### src/rtl/nibble_serial_adder_pkg.sv
// rtl/nibble_serial_adder_pkg.sv - shared state type and default width for the nibble serial adder
package nibble_serial_adder_pkg;

   typedef enum logic [1:0] {
      IDLE = 2'd0,
      RUN  = 2'd1,
      DONE = 2'd2
   } state_t;

   localparam int NIBBLES_DEFAULT = 4;

endpackage

### src/rtl/nibble_shreg.sv
// rtl/nibble_shreg.sv - loadable register shifting right one nibble per step, low nibble exposed
module nibble_shreg #(
   parameter int W = 16
) (
   input  logic         clk,
   input  logic         rst,
   input  logic         load,
   input  logic [W-1:0] din,
   input  logic         shift,
   input  logic [3:0]   nib_in,
   output logic [W-1:0] q,
   output logic [3:0]   low
);

   always_ff @(posedge clk or posedge rst) begin
      if (rst) begin
         q <= '0;
      end else if (load) begin
         q <= din;
      end else if (shift) begin
         q <= {nib_in, q[W-1:4]};
      end
   end

   assign low = q[3:0];

endmodule

### src/rtl/nibble_serial_adder.sv
// rtl/nibble_serial_adder.sv - W-bit adder that time-multiplexes an external 4-bit adder one nibble per cycle
module nibble_serial_adder
   import nibble_serial_adder_pkg::*;
#(
   parameter int NIBBLES = NIBBLES_DEFAULT,
   parameter int W       = 4 * NIBBLES
) (
   input  logic         clk,
   input  logic         rst,
   input  logic         in_valid,
   output logic         in_ready,
   input  logic [W-1:0] in_a,
   input  logic [W-1:0] in_b,
   input  logic         in_cin,
   output logic [3:0]   add_a,
   output logic [3:0]   add_b,
   output logic         add_cin,
   input  logic [3:0]   add_sum,
   input  logic         add_cout,
   output logic         out_valid,
   input  logic         out_ready,
   output logic [W-1:0] out_sum,
   output logic         out_cout,
   output logic         out_ovf
);

   localparam int IW = $clog2(NIBBLES);

   state_t        state_q, state_d;
   logic [IW-1:0] idx_q;
   logic          carry_q, cout_q, ovf_q;
   logic          accept, step, last;
   logic [W-1:0]  a_q, b_q;
   logic [3:0]    a_low, b_low, res_low;
   logic          unused_bits;

   assign last = (idx_q == IW'(NIBBLES - 1));

   always_ff @(posedge clk or posedge rst) begin
      if (rst) begin
         state_q <= IDLE;
      end else begin
         state_q <= state_d;
      end
   end

   always_comb begin
      state_d   = state_q;
      in_ready  = 1'b0;
      out_valid = 1'b0;
      accept    = 1'b0;
      step      = 1'b0;
      unique case (state_q)
         IDLE: begin
            in_ready = 1'b1;
            if (in_valid) begin
               accept  = 1'b1;
               state_d = RUN;
            end
         end
         RUN: begin
            step = 1'b1;
            if (last) begin
               state_d = DONE;
            end
         end
         DONE: begin
            out_valid = 1'b1;
            if (out_ready) begin
               state_d = IDLE;
            end
         end
         default: state_d = IDLE;
      endcase
   end

   // The external adder is combinational, so its result is captured on the same edge it is presented.
   always_ff @(posedge clk or posedge rst) begin
      if (rst) begin
         idx_q   <= '0;
         carry_q <= 1'b0;
         cout_q  <= 1'b0;
         ovf_q   <= 1'b0;
      end else if (accept) begin
         idx_q   <= '0;
         carry_q <= in_cin;
      end else if (step) begin
         idx_q   <= idx_q + IW'(1);
         carry_q <= add_cout;
         if (last) begin
            cout_q <= add_cout;
            ovf_q  <= add_a[3] ^ add_b[3] ^ add_sum[3] ^ add_cout;
         end
      end
   end

   nibble_shreg #(.W(W)) u_a (
      .clk(clk), .rst(rst), .load(accept), .din(in_a), .shift(step),
      .nib_in(4'h0), .q(a_q), .low(a_low)
   );

   nibble_shreg #(.W(W)) u_b (
      .clk(clk), .rst(rst), .load(accept), .din(in_b), .shift(step),
      .nib_in(4'h0), .q(b_q), .low(b_low)
   );

   // Sum nibbles enter at the top so the first one lands at bit 0 after NIBBLES shifts.
   nibble_shreg #(.W(W)) u_res (
      .clk(clk), .rst(rst), .load(1'b0), .din('0), .shift(step),
      .nib_in(add_sum), .q(out_sum), .low(res_low)
   );

   assign add_a    = step ? a_low : 4'h0;
   assign add_b    = step ? b_low : 4'h0;
   assign add_cin  = step ? carry_q : 1'b0;
   assign out_cout = cout_q;
   assign out_ovf  = ovf_q;

   assign unused_bits = ^{a_q[W-1:4], b_q[W-1:4], res_low};

endmodule

### config.mk
export PLATFORM = sky130hd
export DESIGN_NAME = nibble_serial_adder
export DESIGN_NICKNAME = d
export VERILOG_FILES = /design/src/rtl/nibble_serial_adder_pkg.sv /design/src/rtl/nibble_shreg.sv /design/src/rtl/nibble_serial_adder.sv
export SDC_FILE = /design/constraint.sdc
export NUM_CORES = 1
export LEC_CHECK = 0
export CAP_MARGIN = 25
export CORE_UTILIZATION = 45
export CTS_BUF_LIST = sky130_fd_sc_hd__clkbuf_8
export CTS_CLUSTER_SIZE = 24
export DETAILED_ROUTE_END_ITERATION = 10
export PLACE_DENSITY_LB_ADDON = 0.2
export RECOVER_POWER = 25
export SLEW_MARGIN = 40
export SYNTH_ARGS = -nofsm -noshare
export SYNTH_HDL_FRONTEND = slang
export SYNTH_SLANG_ARGS = --single-unit
export TNS_END_PERCENT = 100
### constraint.sdc
create_clock -name clk -period 1.6 [get_ports clk]
set_input_delay 0.32 -clock clk [delete_from_list [all_inputs] [get_ports clk]]
set_output_delay 0.32 -clock clk [all_outputs]
set_load 0.03 [all_outputs]
# After elaboration in Yosys (flattened, before gate mapping)
# Index checks and enable logic that the tools add are counted.
dict set report classes {
  n_mul 0
  n_reduce_logical 4
  shifts 0
  mux 20
  div 0
  n_eq_ne 6
  bitwise_logic 4
  add_sub_neg 1
  n_lt_le_gt_ge 0
}
# operator n
set ops {}
lappend ops {{16-bit two-way mux} 4}
lappend ops {{2-bit two-way mux} 5}
lappend ops {{1-bit two-way mux} 8}
lappend ops {{4-bit two-way mux} 2}
lappend ops {{2-bit != test, second input constant} 3}
lappend ops {{2-bit one-hot mux with 3 select lines} 1}
lappend ops {{3-bit AND reduction} 2}
lappend ops {{2-bit == test, second input constant} 2}
lappend ops {{1-bit XOR} 3}
lappend ops {{2-bit by 1-bit adder with 2-bit output, second input constant} 1}
lappend ops {{2-bit by 1-bit == test with 1-bit output, second input constant} 1}
lappend ops {{2-bit logical NOT} 1}
lappend ops {{2-bit nonzero test} 1}
lappend ops {{1-bit NOT} 1}
dict set report word_totals {
  latchBits 0
  output_inout_bits 29
  inputBits 42
  ramBits 0
  mem_count 0
  regBits 55
  elab_cells 43
  romBits 0
}

# Depth between registers and ports, before layout
# Gate-level depths: netlist of the first run.
dict set report logic_depth {
  ltp_word 6
  mapped_depth 6
  mapped_depth_nobuf 3
}

# By module
# A second synthesis of the first run with hierarchy kept.
dict set report hier_totals {
  cells_unflattened 264
  area_unflattened_um2 2746.4
}
# module cells_per_inst area_per_inst_um2 n_inst seq_area_each_um2
set by_module_without_submodules {}
lappend by_module_without_submodules {nibble_shreg 74 778.2 3 400.4}
lappend by_module_without_submodules {nibble_serial_adder 42 411.6 1 175.2}

# Worst setup path after synthesis of the first run
# OpenSTA, ideal clock, no wires.
dict set report synth_timing {
  kind {reg2out}
  startpoint {reg state_q[1]}
  endpoint {out in_ready}
  n_path_buf 3
  path_stages_with_launch 5
  arrival_ns 1.245
  setup_slack_ns 0.035
  required_ns 1.280
  path_cell_list {dfrtp_1 > buf_2 > buf_2 > buf_4 > nor2_1}
}
dict set report synth_via {
  elab_chain_cells 2
}
# item line
set synth_lines {}
lappend synth_lines {{start: declaration} nibble_serial_adder.sv:29} ;# state_t state_q, state_d;
lappend synth_lines {{start signal: assignment} nibble_serial_adder.sv:43} ;# state_q <= state_d;
lappend synth_lines {{2-bit logical NOT} nibble_serial_adder.sv:53} ;# unique case (state_q)
lappend synth_lines {{1-bit two-way mux} nibble_serial_adder.sv:53}
lappend synth_lines {{end: declaration} nibble_serial_adder.sv:11} ;# output logic in_ready,
# Every way passes these cells.

# Worst setup path in the final report of the first run
dict set report layout_timing {
  startpoint {reg state_q[1]}
  endpoint {out add_b[1]}
}
dict set report layout_via {
  elab_chain_cells 3
}
# item line
set layout_lines {}
lappend layout_lines {{2-bit by 1-bit == test with 1-bit output} nibble_serial_adder.sv:53}
lappend layout_lines {{1-bit two-way mux} nibble_serial_adder.sv:53}
lappend layout_lines {{4-bit two-way mux} nibble_serial_adder.sv:114} ;# assign add_b = step ? b_low : 4'h0;
lappend layout_lines {{end: declaration} nibble_serial_adder.sv:16} ;# output logic [3:0] add_b,
# Every way passes these cells.

==> run summary, run 1 <==
Synthesized cell area: 2620 sq um
Vias in the first global route: 2084
Max-cap violations: 0
DR iter-0 viols: 177
Synth area leader: dfrtp_1
Mapped Nets: 322
Startpoint type of the worst setup path: flip-flop
Min Tclk post-route: 1670 ps
Routed Antenna Nets: 0
Die X: 78.3 microns
Pre-Repair DR Iteration Count: 4
Dpl hpwl: 3950 microns
Flop pwr share: 33.5%
Worst-margin pin slew: 763 ps
Crit-path max cell delay: 450 ps
Layout Skew: 6.95 ps
Slew Viols, Final: 0
Compound-Gate Fraction of Synth Area: 16.9%
Global route total overflow: 0
Xor and xnor area share after synthesis: 1.00%
Routability cong.: 0.750
Pwr Density: 2020 nW/um^2
Clk slew on worst S/H paths: 100 ps
Rows: 27
Crit path setup slack, layout: -71.3 ps
CP required: 1280 ps
Most frequent cells in the layout: 91 x nand2_1, 55 x dfrtp_1, 40 x clkdlybuf4s50_1, 32 x o21ai_1, 27 x nand2b_1
Top post-synthesis cells by area: dfrtp_1 53%, nand2_1 13%, a221o_1 9.5%, nand2b_1 6.4%, o21ai_1 6.1%
Clk Latency, worst-skew pair: 310 ps
Share of layout cells above drive strength 1: 15.6%
Die area: 6130 sq um
Worst slack, placed: 15.7 ps
CP max FO: 9
Slew headroom: 49.1%
Post-Synthesis Cells: 279
CTS sink cnt: 55
Clock buffer depth: 2
CTS Root Cell: clkbuf_8
Yosys reg bits: 55
Diode count: 0
Warnings, synthesis: 0
Placeable Area: 5570 sq um
Fill cells: 497
Status: finished, violations left
Final hold violations: 0
Avg WL per Cell: 14.3 microns
Footprint of the multi-input gates: 1160 sq um
Power share of the clock group: 10.3%
CP cell instances: nor2b_4 -> buf_12 -> and2_4 -> buf_6
HP Class: reg -> reg
Port bufs: 70
Internal: 4.30 mW
Crit. End Element: output port
Effective utilization at floorplan: 47.0%
Initial antenna violation count: 0
Sequential fraction of the synthesis area: 52.5%
Most common cell after layout, fill and taps aside: nand2_1
RSZ-0062 raised after global routing: true
H-tree depth: 2
Gate power share: 56.2%
Final Cycle Share: 104%
Die height: 78.3 microns
Post-synthesis adder-cell area fraction: 0.477%
Synth Area in Simple Gates: 23.4%
Area Overhead vs Synth: 39.2%
CTS Buf Count: 5
DRC viols: 0
Hold slack: 481 ps
Fmax: 598 MHz
GRT Total Usage: 21.0%
First-pass GRT wire length: 10000 microns
DR vias: 2260
Endpoints failing setup: 10
Syn avg cell area: 9.40 sq um
Largest net degree at the start of global routing: 56
Worst EP arrival: 1350 ps
Hold-fix buffers at CTS: 0
Post-synthesis mux area share: 1.15%
Vias/cell: 5.26
Switching power: 3.07 mW
Max VDD drop: 1200 uV
Fin nets: 400
Routed wire length: 6160 microns
Top-area cell type share of the netlist area: 52.5%
Main combinational cell family by area after synthesis: simple AND/OR/NAND/NOR gates
Critical path class: reg -> out
Storage cell area: 1380 sq um
Sw frac: 41.7%
Critical-path top delay cell: dfrtp_1
I/O pins: 71
Post-synth cell types: 22
Failing checks: setup timing
Pleak: 1.73 nW
CTS tree: yes
Post-layout util: 65.5%
-- sequential cells by signal, indices dropped and copies added (netlist names) --
signal	cells
carry_q	1
idx_q	2
out_cout	1
out_ovf	1
state_q	2
u_a.q	16
u_b.q	16
u_res.q	16
-- area by class of cell --
class | instances | area share [%]
inverter | 2 | 0.309
multi-input combinational | 202 | 31.7
tap | 72 | 2.47
clock inverter | 3 | 0.446
clock buffer | 5 | 1.89
sequential | 55 | 37.7
timing repair buffer | 91 | 25.4
-- per-stage QoR --
stage / total power, mW / cell area, sq um / TNS, ps / instances
2_1_floorplan: 4.88 / 2630 / 0 / 279
3_3_place_gp: 6.16 / 3440 / 0 / 413
3_5_place_dp: 6.25 / 3440 / 0 / 413
6_report: 7.37 / 3650 / -621 / 430
4_1_cts: 7.39 / 3660 / -695 / 430
5_1_grt: 7.84 / 3650 / -1070 / 430
-- critical path: cells and delay by family (launching register included) --
kind	cells	cell delay, ps
flip-flops	1	450
buffers and inverters	2	260
AND/OR/NAND/NOR	2	330
-- repair_timing --
action | 4_1_cts | 5_1_grt
pin swaps | 6 | 0
cloned | 1 | 0
buffers inserted | 8 | 0
endpoints found under the setup margin | 29 | 11
gates resized for setup | 38 | 1
-- per-layer routing --
| layer | track usage, % | up-vias | routed length (microns) |
|---|---|---|---|
| li1 | - | 1095 | - |
| met1 | 31.2 | 1090 | 2910 |
| met2 | 31.0 | 66 | 2880 |
| met3 | 2.67 | 9 | 259 |
| met4 | 8.15 | 0 | 113 |
| met5 | 0 | - | 0 |
-- worst paths after layout --
| path | startpoint | end | slack, ps | cells after the start |
|---|---|---|---|---|
| setup / recovery | state_q[1] | add_b[1] | -70 | 4 |
| hold / removal | u_res.q[0] | u_res.q[0] | 480 | 2 |
| setup reg to reg | state_q[1] | out_ovf | 100 | 6 |
| hold reg to reg | u_res.q[0] | u_res.q[0] | 480 | 2 |
| max in group asynchronous | rst | u_a.q[8] | 350 | 3 |
| min in group asynchronous | rst | u_res.q[4] | 740 | 3 |
-- kinds of logic after synthesis --
group	Yosys count
AO/OA/AOI/OAI	63
XOR/XNOR	3
adder cells (fa/ha/maj)	1
buffers and inverters	22
flip-flops	55
multiplexers	2
AND/OR/NAND/NOR	133
-- power by group through the flow --
| stage | registers, mW | clock network (mW) | logic (mW) |
|---|---|---|---|
| CTS | 2.46 | 0.782 | 4.16 |
| finish | 2.47 | 0.760 | 4.14 |
| global placement | 2.45 | 0 | 3.70 |
| floorplan | 2.79 | 0 | 2.09 |
| global route | 2.55 | 0.838 | 4.45 |
| detailed placement | 2.48 | 0 | 3.77 |
-- synth_stat cells (all sizes together) --
| master | n |
|---|---|
| nand2 | 92 |
| dfrtp | 55 |
| o21ai | 37 |
| nor3b | 1 |
| inv | 2 |
| and2 | 9 |
| mux2 | 2 |
| nor2 | 2 |
| a221o | 25 |
| nand2b | 28 |
| xor2 | 1 |
| clkbuf | 2 |
| nor2b | 1 |
| buf | 18 |
| xnor2 | 2 |
| o21bai | 1 |
| ha | 1 |
No activity file was read; power rests on OpenSTA's default activity.
==> run 2, diff against run 1 <==
--- a/config.mk
+++ b/config.mk
@@ -7,4 +7,5 @@
 export LEC_CHECK = 0
 export CAP_MARGIN = 25
+export CORE_ASPECT_RATIO = 0.5
 export CORE_UTILIZATION = 45
 export CTS_BUF_LIST = sky130_fd_sc_hd__clkbuf_8
==> constraint.sdc (replaced) <==
create_clock -name clk -period 1.6 [get_ports clk]
set_input_delay 0.32 -clock clk [delete_from_list [all_inputs] [get_ports clk]]
set_output_delay 0.32 -clock clk [all_outputs]
set_load 0.02 [all_outputs]
==> run 2 against run 1 <==
Net effect:
- the run now ends clean
- core utilization shrank 0.13 points
- worst hold slack gained 2.2 ps
- first-iteration DRC count shrank 36%
- critical path depth is the same
- final cell count shrank 0.23%
- sequential cell count is the same
- power shrank 7.5%
- die area grew 0.31%
- register-to-register slack gained 60 ps
- non-clock buffer count shrank 2
==> run summary, run 2 (synthesized netlist as in run 1, its figures left out) <==
DRC viols: 0 (unchanged)
Clock buffer depth: 2 (unchanged)
Worst slack, placed: -134 ps (-149 ps)
Clk slew on worst S/H paths: 90 ps (about the same)
CP cell instances: nor2b_4 -> buf_6 -> and2_4 -> buf_6
Most common cell after layout, fill and taps aside: nand2_1
H-tree depth: 2 (unchanged)
CTS tree: yes
Status: complete, no violations
Post-route insts no fill: 429 (-0.23%)
Avg WL per Cell: 13.2 microns (-7.6%)
Rows: 19 (-30%)
Placeable Area: 5540 sq um (-0.63%)
Worst reg2reg path depth: 6 (unchanged)
Crit. End Element: output port
CP required: 1280 ps (about the same)
CP max FO: 6 (-3)
DR vias: 2157 (-4.6%)
Die area: 6150 sq um (+0.31%)
I/O pins: 71 (unchanged)
Final hold violations: 0 (unchanged)
Crit path setup slack, layout: 26.9 ps (+98.2 ps)
CTS Buf Count: 5 (unchanged)
WHS Path Cells: 2 (unchanged)
CTS Root Cell: clkbuf_8
Pwr Density: 1880 nW/um^2 (-6.7%)
Post-DP Area: 3500 sq um (+1.8%)
Hold slack: 483 ps (+2.21 ps)
First-pass GRT wire length: 9610 microns (-4.0%)
Pleak: 1.74 nW (+0.40%)
Worst-margin pin slew: 755 ps (-8.07 ps)
Largest net degree at the start of global routing: 56 (unchanged)
Total negative setup slack: 0 ps (+621 ps)
Worst EP arrival: 1250 ps (-100 ps)
Vias/cell: 5.03 (-4.3%)
Area Overhead vs Synth: 38.1%
Routed Antenna Nets: 0 (unchanged)
Post-layout util: 65.3% (-0.13 points)
DR iter-0 viols: 113 (-36%)
Routability cong.: 0.767 (+2.2%)
Fmax: 636 MHz (+6.2%)
Effective utilization at floorplan: 47.3% (+0.30 points)
Final Cycle Share: 98.3% (-6.1 points)
Critical path class: reg -> out
Dpl hpwl: 4060 microns (+2.9%)
Pre-Repair DR Iteration Count: 4 (unchanged)
Crit-path max cell delay: 410 ps (-40 ps)
DP Cell Count: 421 (+1.9%)
Die height: 56.0 microns (-29%)
Startpoint type of the worst setup path: flip-flop
Slew headroom: 49.7% (+0.54 points)
Top flop regs: u_a.q x16, u_b.q x16, u_res.q x16
Final Power: 6.81 mW (-7.5%)
HP Class: reg -> reg
Max VDD drop: 1020 uV (-15%)
Diode count: 0 (unchanged)
Routed wire length: 5680 microns (-7.8%)
Fill cells: 490 (-1.4%)
GRT Total Usage: 20.4% (-0.53 points)
Die X: 110 microns (+40%)
Slew Viols, Final: 0 (unchanged)
Clk Latency, worst-skew pair: 300 ps (about the same)
Port bufs: 70 (unchanged)
Critical-path top delay cell: dfrtp_1
CTS sink cnt: 55 (unchanged)
Most frequent cells in the layout: 91 x nand2_1, 55 x dfrtp_1, 40 x clkdlybuf4s50_1, 32 x o21ai_1, 26 x nand2b_1
Share of layout cells above drive strength 1: 15.4% (-0.19 points)
Max-cap violations: 0 (unchanged)
Min Tclk post-route: 1570 ps (-98.2 ps)
Fin nets: 398 (-0.50%)
Vias in the first global route: 2055 (-1.4%)
Layout Skew: 9.49 ps (+2.54 ps)
Hold-fix buffers at CTS: 0 (unchanged)
RSZ-0062 raised after global routing: true
Initial antenna violation count: 0 (unchanged)
Endpoints failing setup: 0 (-10)
Final non-filler cell area: 3620 sq um (-0.82%)
Most frequent cell on the critical path: buf_6
Global route total overflow: 0 (unchanged)
==> run 2: critical path, delay by kind of cell (launching register included) <==
family | cells | cell delay [ps]
and+or+nand+nor | 2 | 300
DFF | 1 | 410
buffers and inverters | 2 | 250
==> run 2: what timing repair did <==
item,4_1_cts,5_1_grt
endpoints found under the setup margin,31,24
resized for setup,76,21
setup buffers,0,0
pin swaps,0,1
==> run 2: area by class of cell <==
cell class	instances	area (sq um)	area share, %
Multi-Input combinational cell	202	1170	32.4
Inverter	2	11.3	0.311
Sequential cell	55	1380	38.0
Tap cell	73	91.3	2.52
Clock inverter	3	16.3	0.449
Timing Repair Buffer	89	885	24.4
Clock buffer	5	68.8	1.90
==> run 2: path summary, 6_finish.rpt <==
path,start,endpoint,slack (ps)
max in group asynchronous,rst,u_a.q[13],350
hold / removal,u_res.q[2],u_res.q[2],480
hold reg to reg,u_res.q[2],u_res.q[2],480
setup reg to reg,state_q[1],u_a.q[12],160
setup / recovery,state_q[1],add_b[2],30
min in group asynchronous,rst,u_b.q[1],740
==> run 2: where the power goes <==
part           switching (mW)  total (mW)  internal, mW  leakage (nW)
registers               0.431        2.44          2.01         0.699
clock network           0.435       0.735         0.301        0.0453
logic                    1.86        3.64          1.78         0.995
==> run 2: layer usage <==
metal | wire length (microns) | up-vias | GRT usage, %
met5 | 0 | - | 0
met4 | 69 | 0 | 5.90
met3 | 235 | 9 | 4.80
met2 | 2670 | 54 | 32.7
met1 | 2710 | 1001 | 27.8
li1 | - | 1093 | -
==> variant 1 (settings of run 2) <==
Re-encode `state_t` (3 states) as one-hot, 3 bits wide.
--- a/src/rtl/nibble_serial_adder_pkg.sv
+++ b/src/rtl/nibble_serial_adder_pkg.sv
@@ -1,10 +1,10 @@
 // rtl/nibble_serial_adder_pkg.sv - shared state type and default width for the nibble serial adder
 package nibble_serial_adder_pkg;
 
-   typedef enum logic [1:0] {
-      IDLE = 2'd0,
-      RUN  = 2'd1,
-      DONE = 2'd2
+   typedef enum logic [2:0] {
+      IDLE = 3'b001,
+      RUN  = 3'b010,
+      DONE = 3'b100
    } state_t;
 
    localparam int NIBBLES_DEFAULT = 4;
Behaviour: no difference found for any inputs over 10 cycles, from zero or initial values and one cycle with rst high; not proved beyond that.
==> variant 1 against run 2 <==
The run now ends with setup timing left; area after synthesis fell by 6.9%; highest routed layer unchanged; largest cell class unchanged; power shrank 5.0%; setup slack worse by 0.18 ns; non-clock buffer count increased by 9; final area down 0.66%; sequential cell count rose by 1; clock power is 7.2% higher; first-iteration DRC count is 33% lower; core utilization grew 5.6 points; routed wire length is 1.6% lower.
==> variant 1: results (changes against run 2) <==
Place
  – Placed Area: 3360 µm² (was 3500 µm²)
  – Placed insts: 376 (was 421)
  – DP HPWL: 3810 µm (was 4060 µm)

Yosys
  – Mux cell area share after synthesis: 0.923% (was 1.15%)
  – Synth cell count leaders: nand2_1, dfrtp_1, a21o_1, a22o_1, and2_1 (was nand2_1, dfrtp_1, o21ai_1)
  – Distinct cells, synth: 26 (was 22)
  – Compound-gate portion of the synthesized area: 19.2% (was 16.9%)
  – Synth Area in XOR/XNOR: 1.44% (was 1.00%)
  – Top cells by area, synth: dfrtp_1, nand2_1, a22o_1 (was dfrtp_1, nand2_1, a221o_1)
  – Syn nets: 272 (was 322)
  – Cell count after synthesis: 229 (was 279)

Min path
  – Worst hold path class: in2async (was reg2reg)

Timing
  – Slew headroom: 61.1% (was 49.7%)
  – Final setup margin: -0.152 ns (was 0.0269 ns)
  – Setup Skew: 0.00970 ns (was 0.00949 ns)
  – Setup TNS: -0.933 ns (was 0 ns)
  – Final setup fails: 10 (was 0)

Finish
  – Area of the multi-input gates: 990 µm² (was 1170 µm²)
  – Filler instances: 391 (was 490)
  – Layout cell share with drive strength beyond 1: 20.9% (was 15.4%)

Global route
  – All-Layer GR Usage: 19.5% (was 20.4%)
  – First-pass GRT wire length: 8310 µm (was 9610 µm)

Outcome
  – Run status: finished with violations (was completed)
  – Failing checks: setup timing

Critical path
  – Worst-path cell with the longest stage delay: dfstp_2 (was dfrtp_1)
  – R2R cell count: 7 (was 6)
  – Flop2flop setup slack: 0.01 ns (was 0.16 ns)

Pwr
  – Lkg Pwr: 0.00187 µW (was 0.00174 µW)
[variant 1: changes by cell type in the layout (fill, tap and decap cells not counted), moves of 6 or more]
cell | before | now
o21ai_1 | 32 | 2
a21o_1 | 0 | 25
a221o_1 | 25 | 0
a22o_1 | 0 | 25
nand2b_1 | 26 | 1
nand2_1 | 91 | 67
buf_6 | 12 | 18
[variant 1: how the worst max path moves through the flow]
stage                                      start              endpoint  slack (ns)  cells after the start
after floorplan           state_q[2]$_DFFE_PP0P_              add_a[2]       0.005                      3
after global placement    state_q[2]$_DFFE_PP0P_              add_b[2]       -0.26                      5
after detailed placement                in_valid  u_a.q[3]$_DFFE_PP0P_       -0.31                      5
after CTS                 state_q[2]$_DFFE_PP0P_              add_b[2]       -0.18                      5
after global routing      state_q[2]$_DFFE_PP0P_              add_b[0]       -0.23                      5
final                     state_q[0]$_DFFE_PP1P_              add_b[1]       -0.15                      5
[variant 1: through the flow]
step           hold WS (ns)  worst slack, ns
2_1_floorplan         0.400          0.00486
3_3_place_gp          0.450           -0.262
3_5_place_dp          0.458           -0.315
4_1_cts               0.330           -0.177
5_1_grt               0.507           -0.226
6_report              0.480           -0.152
[variant 1: power by group through the flow]
stage	clock [µW]	sequential (µW)	combinational (µW)
2_1_floorplan	0	2670	1550
3_3_place_gp	0	2470	2860
3_5_place_dp	0	2500	2930
4_1_cts	790	2470	2940
5_1_grt	852	2550	3470
6_report	788	2460	3230
[variant 1: logic make-up (layout without fill, tap and decap cells)]
family                     count (synthesis)  after routing
xor gates and xnor gates                   4              4
muxes                                      2              2
and+or+nand+nor                           87             87
DFF                                       56             56
adders and majority gates                  1              1
AOI/OAI and AO/OA                         62             62
buffers and inverters                     17            108
[variant 1: cell type report]
class	count	share of cell area, %
Inverter	2	0.244
Sequential cell	56	39.0
Timing Repair Buffer	98	28.3
Clock buffer	5	1.91
Tap cell	70	2.44
Clock inverter	3	0.557
Multi-Input combinational cell	156	27.5
[variant 1: per-layer routing]
metal / routed length [µm] / GRT usage, %
met1: 2630 / 22.9
met2: 2690 / 36.7
met3: 217 / 4.48
met4: 54 / 6.25
met5: 0 / 0
[variant 1: repair_timing]
item,4_1_cts,5_1_grt
resized for setup,94,19
setup buffers,3,1
pin swaps,8,22
endpoints found under the setup margin,48,33
cloned,1,2
==> variant 2 (flow settings as in run 2) <==
Without the edit above. The package constant `NIBBLES_DEFAULT` goes from 4 to 2.
--- a/src/rtl/nibble_serial_adder_pkg.sv
+++ b/src/rtl/nibble_serial_adder_pkg.sv
@@ -7,7 +7,7 @@
       DONE = 2'd2
    } state_t;
 
-   localparam int NIBBLES_DEFAULT = 4;
+   localparam int NIBBLES_DEFAULT = 2;
 
 endpackage
 
Ports: changed (resized in_a, in_b and out_sum); port bits go from 71 to 47. No check against the original RTL was run, so the function may have changed too.
==> variant 2 against run 2 <==
Setup slack improved by 0.0060 ns; clock power decreased by 16%; area after synthesis decreased by 48%; sequential cell count decreased by 25; routed wire length decreased by 43%; power decreased by 41%; sequential share of layout area decreased by 1.1 points; combinational power decreased by 43%; largest power group unchanged; final area decreased by 44%.
==> variant 2: results (changes against run 2) <==
Clock tree
  – Clk sinks: 30 (was 55)
  – Clock slew at reported path FFs: 0.06 ns (was 0.09 ns)
  – Clock Latency Late Sink: 0.28 ns (was 0.30 ns)

Pwr
  – Internal: 2550 µW (was 4090 µW)
  – Comb. pwr: 2060 µW (was 3640 µW)
  – Clock share of power: 15.3% (was 10.8%)
  – Clk pwr: 616 µW (was 735 µW)
  – Peak VDD IR: 1070 µV (was 1020 µV)

Yosys
  – Cell count after synthesis: 119 (was 279)
  – Syn nets: 145 (was 322)
  – Mapped Area: 1360 µm² (was 2620 µm²)
  – Top cells by area, synth: dfrtp_1, mux2_2, and2_1 (was dfrtp_1, nand2_1, a221o_1)
  – Seq/Total Area, Yosys: 55.3% (was 52.5%)
  – Synth cell count leaders: dfrtp_1, and2_1, a22o_1, nand2_1, nand2b_1 (was nand2_1, dfrtp_1, o21ai_1)
  – Distinct cells, synth: 24 (was 22)

Finish
  – Syn-to-layout area delta: 49.7% (was 38.1%)
  – Nets: 208 (was 398)
  – CLK BUF: 6 (was 5)
  – Register area: 751 µm² (was 1380 µm²)
  – ClkCell Share: 4.50% (was 2.35%)
  – Non-clk invs: 3 (was 2)
  – Post-route insts no fill: 220 (was 429)
  – Layout cell share with drive strength beyond 1: 23.5% (was 15.4%)
  – Bufs w/o clock: 63 (was 89)
  – Largest regs: u_a.q x8, u_b.q x8, u_res.q x8 (was u_a.q x16, u_b.q x16, u_res.q x16)
  – NonClk Buf Share: 27.7% (was 24.4%)
  – Multi-In Gates: 79 (was 202)
  – Filler instances: 204 (was 490)

Critical path
  – Top delay family on crit path: buffers and inverters (was flip-flops)
  – Worst-path cell with the longest stage delay: clkdlybuf4s50_1 (was dfrtp_1)

Global route
  – Vias in the first global route: 1137 (was 2055)
  – First-pass GRT wire length: 5200 µm (was 9610 µm)

Place
  – Post-Place Worst Slack: -0.111 ns (was -0.134 ns)
  – DP HPWL: 2300 µm (was 4060 µm)
  – Placed Area: 1970 µm² (was 3500 µm²)
  – I/O Buffers: 46 (was 70)
  – GP Congestion: 0.745 (was 0.767)

Timing
  – Worst slew pin tran: 0.742 ns (was 0.755 ns)
  – Setup Skew: 0.00920 ns (was 0.00949 ns)

Route
  – Via density: 5.12 (was 5.03)
  – Final wirelength: 3220 µm (was 5680 µm)
  – DRC violation total after the first TritonRoute iteration: 60 (was 113)

Min path
  – Worst hold path class: reg2reg (unchanged)

Outcome
  – Run status: completed (unchanged)
variant 2: cell count changes in the layout (fill, tap and decap cells not counted), moves of 10 or more:
cell,run 2,this run
nand2_1,91,7
o21ai_1,32,0
dfrtp_1,55,30
a221o_1,25,4
nand2b_1,26,7
dlygate4sd2_1,15,1
and2_1,0,10
variant 2: kinds of logic (layout without fill, tap and decap cells):
| family | count (synthesis) | in the layout | synth area share (%) |
|---|---|---|---|
| buf+inv | 10 | 74 | 3.13 |
| simple gates | 37 | 37 | 14.8 |
| xor+xnor | 3 | 3 | 1.94 |
| mux | 11 | 11 | 9.12 |
| compound gates | 28 | 28 | 15.7 |
| flops | 30 | 30 | 55.3 |
variant 2: timing repair:
action | CTS | global route
pin swaps | 0 | 0
resized for setup | 49 | 9
hold buffers | 0 | 0
endpoints found under the setup margin | 12 | 13
variant 2: path summary, 6_finish.rpt:
path                       depth (start not counted)                      to              startpoint  slack, ns
setup / recovery                                   1              out_sum[4]  u_res.q[4]$_DFFE_PP0N_       0.03
hold / removal                                     1  u_res.q[2]$_DFFE_PP0N_  u_res.q[2]$_DFFE_PP0N_       0.48
setup reg to reg                                   5    u_a.q[7]$_DFFE_PP0P_  state_q[1]$_DFFE_PP0P_       0.06
hold reg to reg                                    1  u_res.q[2]$_DFFE_PP0N_  u_res.q[2]$_DFFE_PP0N_       0.48
max in group asynchronous                          3    u_b.q[3]$_DFFE_PP0P_                     rst       0.44
min in group asynchronous                          3  state_q[0]$_DFFE_PP0P_                     rst       0.68
variant 2: routing by layer:
| layer | up-vias | part of all wire (%) | track usage, % |
|---|---|---|---|
| met4 | 0 | 2.0 | 13.6 |
| li1 | 544 | - | - |
| met1 | 535 | 45 | 26.3 |
| met2 | 40 | 47 | 41.7 |
| met3 | 7 | 6.2 | 7.33 |
| met5 | - | 0 | 0 |
